File: src/rtl/cp0_regs.sv
// MIPS coprocessor-0 register block: BadVAddr, Count/Compare timer, Status, Cause, EPC, PRId.
// Serves mfc0/mtc0, records exception entry and eret, and raises the interrupt request.
module cp0_regs #(
  parameter int          COUNT_DIV    = 2,
  parameter int          NUM_HW_INT   = 5,
  parameter logic [31:0] RESET_STATUS = 32'h0000_0000,
  parameter logic [31:0] PRID         = 32'h0001_8000
) (
  input  logic                  i_clk,
  input  logic                  i_rst_n,
  input  logic                  i_we,
  input  logic [4:0]            i_waddr,
  input  logic [31:0]           i_wdata,
  input  logic [4:0]            i_raddr,
  output logic [31:0]           o_rdata,
  input  logic                  i_exc_valid,
  input  logic [4:0]            i_exc_code,
  input  logic [31:0]           i_exc_pc,
  input  logic                  i_exc_bd,
  input  logic [31:0]           i_exc_badvaddr,
  input  logic                  i_eret,
  input  logic [NUM_HW_INT-1:0] i_hw_int,
  output logic [31:0]           o_epc_out,
  output logic                  o_exl_out,
  output logic                  o_int_req
);

  localparam logic [31:0] STATUS_MASK = 32'h0000_FF03;
  localparam int          PW          = (COUNT_DIV > 1) ? $clog2(COUNT_DIV) : 1;
  localparam logic [PW-1:0] PRESC_MAX = PW'(COUNT_DIV - 1);

  localparam logic [4:0] A_BADVADDR = 5'd8;
  localparam logic [4:0] A_COUNT    = 5'd9;
  localparam logic [4:0] A_COMPARE  = 5'd11;
  localparam logic [4:0] A_STATUS   = 5'd12;
  localparam logic [4:0] A_CAUSE    = 5'd13;
  localparam logic [4:0] A_EPC      = 5'd14;
  localparam logic [4:0] A_PRID     = 5'd15;

  logic [31:0]           r_badvaddr;
  logic [31:0]           r_count;
  logic [PW-1:0]         r_presc;
  logic [31:0]           r_compare;
  logic [31:0]           r_status;
  logic                  r_bd;
  logic                  r_ip_timer;
  logic [NUM_HW_INT-1:0] r_ip_hw;
  logic [1:0]            r_ip_sw;
  logic [4:0]            r_exccode;
  logic [31:0]           r_epc;

  logic        w_wr;
  logic        w_tick;
  logic        w_count_wr;
  logic        w_compare_wr;
  logic [31:0] w_count_inc;
  logic [31:0] w_cause;

  // An exception in the same cycle swallows any mtc0.
  assign w_wr         = i_we & ~i_exc_valid;
  assign w_count_wr   = w_wr && (i_waddr == A_COUNT);
  assign w_compare_wr = w_wr && (i_waddr == A_COMPARE);
  assign w_tick       = (r_presc == PRESC_MAX);
  assign w_count_inc  = r_count + 32'd1;

  always_comb begin
    w_cause                     = 32'd0;
    w_cause[31]                 = r_bd;
    w_cause[15]                 = r_ip_timer;
    w_cause[10 +: NUM_HW_INT]   = r_ip_hw;
    w_cause[9:8]                = r_ip_sw;
    w_cause[6:2]                = r_exccode;
  end

  always_ff @(posedge i_clk or negedge i_rst_n) begin
    if (!i_rst_n) begin
      r_count    <= 32'd0;
      r_presc    <= '0;
      r_compare  <= 32'hFFFF_FFFF;
      r_ip_timer <= 1'b0;
    end else begin
      if (w_count_wr) begin
        r_count <= i_wdata;
        r_presc <= '0;
      end else if (w_tick) begin
        r_count <= w_count_inc;
        r_presc <= '0;
      end else begin
        r_presc <= r_presc + 1'b1;
      end
      // Clearing via a Compare write takes precedence over a coincident match.
      if (w_compare_wr) begin
        r_compare  <= i_wdata;
        r_ip_timer <= 1'b0;
      end else if (w_tick && !w_count_wr && (w_count_inc == r_compare)) begin
        r_ip_timer <= 1'b1;
      end
    end
  end

  always_ff @(posedge i_clk or negedge i_rst_n) begin
    if (!i_rst_n) begin
      r_status   <= RESET_STATUS & STATUS_MASK;
      r_bd       <= 1'b0;
      r_ip_hw    <= '0;
      r_ip_sw    <= 2'b00;
      r_exccode  <= 5'd0;
      r_epc      <= 32'd0;
      r_badvaddr <= 32'd0;
    end else begin
      r_ip_hw <= i_hw_int;
      if (i_exc_valid) begin
        if (!r_status[1]) begin
          r_epc <= i_exc_bd ? (i_exc_pc - 32'd4) : i_exc_pc;
          r_bd  <= i_exc_bd;
        end
        r_exccode   <= i_exc_code;
        r_status[1] <= 1'b1;
        if ((i_exc_code == 5'd4) || (i_exc_code == 5'd5))
          r_badvaddr <= i_exc_badvaddr;
      end else begin
        if (w_wr && (i_waddr == A_STATUS)) r_status <= i_wdata & STATUS_MASK;
        if (w_wr && (i_waddr == A_CAUSE))  r_ip_sw  <= i_wdata[9:8];
        if (w_wr && (i_waddr == A_EPC))    r_epc    <= i_wdata;
        if (i_eret)                        r_status[1] <= 1'b0;
      end
    end
  end

  always_comb begin
    o_rdata = 32'd0;
    case (i_raddr)
      A_BADVADDR: o_rdata = r_badvaddr;
      A_COUNT:    o_rdata = r_count;
      A_COMPARE:  o_rdata = r_compare;
      A_STATUS:   o_rdata = r_status;
      A_CAUSE:    o_rdata = w_cause;
      A_EPC:      o_rdata = r_epc;
      A_PRID:     o_rdata = PRID;
      default:    o_rdata = 32'd0;
    endcase
  end

  assign o_epc_out = r_epc;
  assign o_exl_out = r_status[1];
  assign o_int_req = r_status[0] & ~r_status[1] & (|(w_cause[15:8] & r_status[15:8]));

endmodule

File: config.mk
export PLATFORM = sky130hd
export DESIGN_NAME = cp0_regs
export DESIGN_NICKNAME = d
export VERILOG_FILES = /design/src/rtl/cp0_regs.sv
export SDC_FILE = /design/constraint.sdc
export NUM_CORES = 1
export LEC_CHECK = 0
export ABC_AREA = 1
export BUFFER_PORTS_ARGS = -buffer_cell sky130_fd_sc_hd__buf_2
export CORE_MARGIN = 2
export CORE_UTILIZATION = 30
export CTS_BUF_LIST = sky130_fd_sc_hd__clkbuf_8
export CTS_CLUSTER_DIAMETER = 30
export DETAILED_ROUTE_END_ITERATION = 6
export PLACE_DENSITY = 0.54
export SYNTH_ARGS = -nofsm -noshare
export SYNTH_HDL_FRONTEND = slang
export SYNTH_SLANG_ARGS = --single-unit
export TNS_END_PERCENT = 30
File: constraint.sdc
create_clock -name i_clk -period 2.1 [get_ports i_clk]
set_input_delay 0.21 -clock i_clk [delete_from_list [all_inputs] [get_ports i_clk]]
set_output_delay 0.21 -clock i_clk [all_outputs]
set_load 0.01 [all_outputs]
==> impl_metrics.py <==
metrics = {
    "outcome": {
        "outcome": "finished, violations left",
        "violations": "negative setup slack",
    },
    "floorplanning": {
        "rows": 65,
        "die-height_um": 182,
        "core_mm2": 0.0314,
        "fp.dieW_um": 182,
        "die_area_mm2": 0.0331,
        "io_pins": 188,
        "start_util_pct": 30.3,
    },
    "placement": {
        "portBuffers": 187,
        "gp_congestion": 0.977,
        "hpwl_um": 29000,
    },
    "synthesis": {
        "synth_nets": 1407,
        "yosys_warnings": 0,
        "synth_cells": 1283,
        "async_reset_ff_share_pct": 100,
        "yosysMostFrequentCell": "nand2_1",
        "synth_area_leaders": "dfrtp_1 (32%), nand2_1 (13%), dfstp_2 (8.8%)",
        "synth_top_area_cell": "dfrtp_1",
        "synth_edf_count": 0,
        "synth_seq_area_share_pct": 40.7,
        "synthFlopType": "dfrtp_1",
        "yosysTopAreaCellShare_pct": 31.9,
        "yosys_register_bits": 153,
        "synthTopCellsByCount": "nand2_1 (328), inv_1 (178), dfrtp_1 (121), nor2_1 (121), o21ai_0 (111)",
        "synth_area_mm2": 0.00951,
        "ys_types": 50,
        "synth.avg_cell_area_um2": 7.41,
    },
    "route": {
        "drc": 0,
        "ant_nets": 0,
        "num_vias": 10200,
        "drt_pass1_iterations": 6,
        "via_per_inst": 5.09,
        "wire_per_inst_um": 18.7,
        "wirelength_um": 37300,
        "drtIter0Drc": 707,
    },
    "clocking": {
        "root_buffer": "clkbuf_8",
        "clock_sinks": 153,
        "clk_latency_ns": 0.47,
        "path_clk_slew_ns": 0.09,
        "cts_tree": "done",
        "numCtsBuffers": 17,
        "clockBufferDepth": 2,
        "htreeDepth": 4,
    },
    "cells_and_area": {
        "area_growth_pct": 33.3,
        "antenna_cells": 0,
        "drive_gt1_share_pct": 27.0,
        "num-fill-cells": 3319,
        "nets": 1708,
        "postLayoutCoreUtil_pct": 40.4,
    },
    "sta": {
        "rsz0062_at_grt": "yes",
        "tightest_slew_ns": 0.737,
        "fin_crit_sh_pct": 102,
        "setup_viol": 1,
        "finalHoldWorstSlack_ns": 0.0157,
        "hold_viol": 0,
        "finalWorstPathRequiredPeriod_ns": 2.14,
        "max_freq_ghz": 0.468,
        "fin_ws_ns": -0.0372,
        "slew_headroom_pct": 50.8,
        "slew_violations": 0,
        "skew_ns": 0.0165,
    },
    "hold_path": {
        "hold_class": "in -> reg",
    },
    "power_and_ir_drop": {
        "peakVddDrop_mv": 0.389,
        "power-per-cell-area_mw_per_mm2": 839,
        "leakage_nw": 6.00,
        "fin_total_pwr_mw": 10.6,
    },
    "global_route": {
        "overflow": 0,
        "gr-usage-all-layers_pct": 22.5,
        "grt_pass1_wl_um": 57100,
        "grt_max_degree": 63,
        "antenna_found_initial": 1,
        "grt_pass1_vias": 9913,
    },
    "critical_path": {
        "r2r_slack_ns": -0.04,
        "crit_path_end_kind": "flop",
        "path_max_fanout": 6,
        "arrival_ns": 2.54,
        "critPathLaunchType": "flop",
        "worst_ep_required_time_ns": 2.50,
        "critPathKind": "reg -> reg",
    },
    "flow_run": {
        "max-cap-violations": 0,
    },
}
## placed cells by master, fill, tap and decap left out, types with 33 or more instances in the layout
cell type,Yosys,final
a21oi_1,43,39
buf_2,3,186
buf_4,2,74
dfrtp_1,121,119
dlygate4sd3_1,0,53
inv_1,178,178
mux2_2,33,33
nand2_1,328,320
nand3_1,86,82
nor2_1,121,109
o21ai_0,111,110
o221ai_1,38,38
## metrics by stage
step,std cells,TNS [ns],area (um2),worst slack (ns)
global route,1999,-0.159,12700,-0.157
CTS,1987,-0.00763,12400,-0.00763
finish,1999,-0.0372,12700,-0.0372
detailed placement,1902,-0.0357,11400,-0.0196
global placement,1902,-0.00336,11400,-0.00336
floorplan,1283,0,9510,0.222
## timing repair
action,4_1_cts,5_1_grt
pin swaps,2,19
buffers inserted,0,12
hold buffers,53,0
endpoints found under the setup margin,2,28
gates resized for setup,3,46
hold endpoints to repair,107,0
## state kept, by name, indices dropped and copies added, names as in the netlist
| register | count |
|---|---|
| r_presc | 1 |
| r_compare | 32 |
| r_status | 10 |
| r_ip_hw | 5 |
| r_ip_timer | 1 |
| o_epc_out | 32 |
| r_count | 32 |
| r_ip_sw | 2 |
| r_exccode | 5 |
| r_bd | 1 |
| r_badvaddr | 32 |
## worst max-delay path, cell delays in order, from the launching register on
cell and delay [ns]:
dfrtp_2 0.43, ha_4 0.17, nand2_4 0.07, nor2_8 0.18, nand2_4 0.11, buf_12 0.14
nor2_1 0.18, nand3_1 0.11, nand3_1 0.09, nand2_1 0.06, nor2_1 0.13, nand2_1 0.07
nor2_1 0.09, nand3_1 0.11, a21oi_2 0.14
## cells by family (layout without fill, tap and decap cells)
group | Yosys count | after routing | synth area share, %
buf+inv | 226 | 540 | 9.04
fa+ha+maj | 2 | 2 | 0.263
mux | 33 | 33 | 3.91
simple gates | 575 | 575 | 25.9
flops | 153 | 153 | 40.7
xor+xnor | 28 | 28 | 2.87
compound gates | 266 | 266 | 17.3
## power by group
group | internal [mW] | switching, mW
Sequential | 3.69 | 0.612
Clock | 1.30 | 1.25
Combinational | 1.59 | 2.20
## cell type report
type / instances / area [um2] / share of cell area, %
inverters: 183 / 687 / 5.42
flip-flops and latches: 153 / 3870 / 30.5
well taps: 402 / 503 / 3.97
clock inverters: 15 / 199 / 1.57
repair buffers: 325 / 2230 / 17.6
multi-input cells: 904 / 4950 / 39.0
clock buffers: 17 / 234 / 1.85
## metal layers
layer / up-vias / GRT usage, % / wire length [um]
met5: - / 0 / 11
met4: 2 / 6.90 / 915
met3: 52 / 2.91 / 2160
met2: 348 / 36.3 / 17300
met1: 4925 / 31.5 / 17000
li1: 4853 / - / -
## worst paths after layout
kind | from | end | cells after the start
max | r_count[1]$_DFFE_PN0N_ | r_ip_timer$_DFFE_PN0P_ | 14
min in group asynchronous | i_rst_n | o_epc_out[9]$_DFFE_PN0P_ | 2
max in group asynchronous | i_rst_n | r_compare[24]$_DFFE_PN1P_ | 3
max reg2reg | r_count[1]$_DFFE_PN0N_ | r_ip_timer$_DFFE_PN0P_ | 14
min | i_wdata[21] | o_epc_out[21]$_DFFE_PN0P_ | 3
min reg2reg | r_compare[19]$_DFFE_PN1P_ | r_compare[19]$_DFFE_PN1P_ | 2
Note: power is estimated with default switching activity, not from simulation.
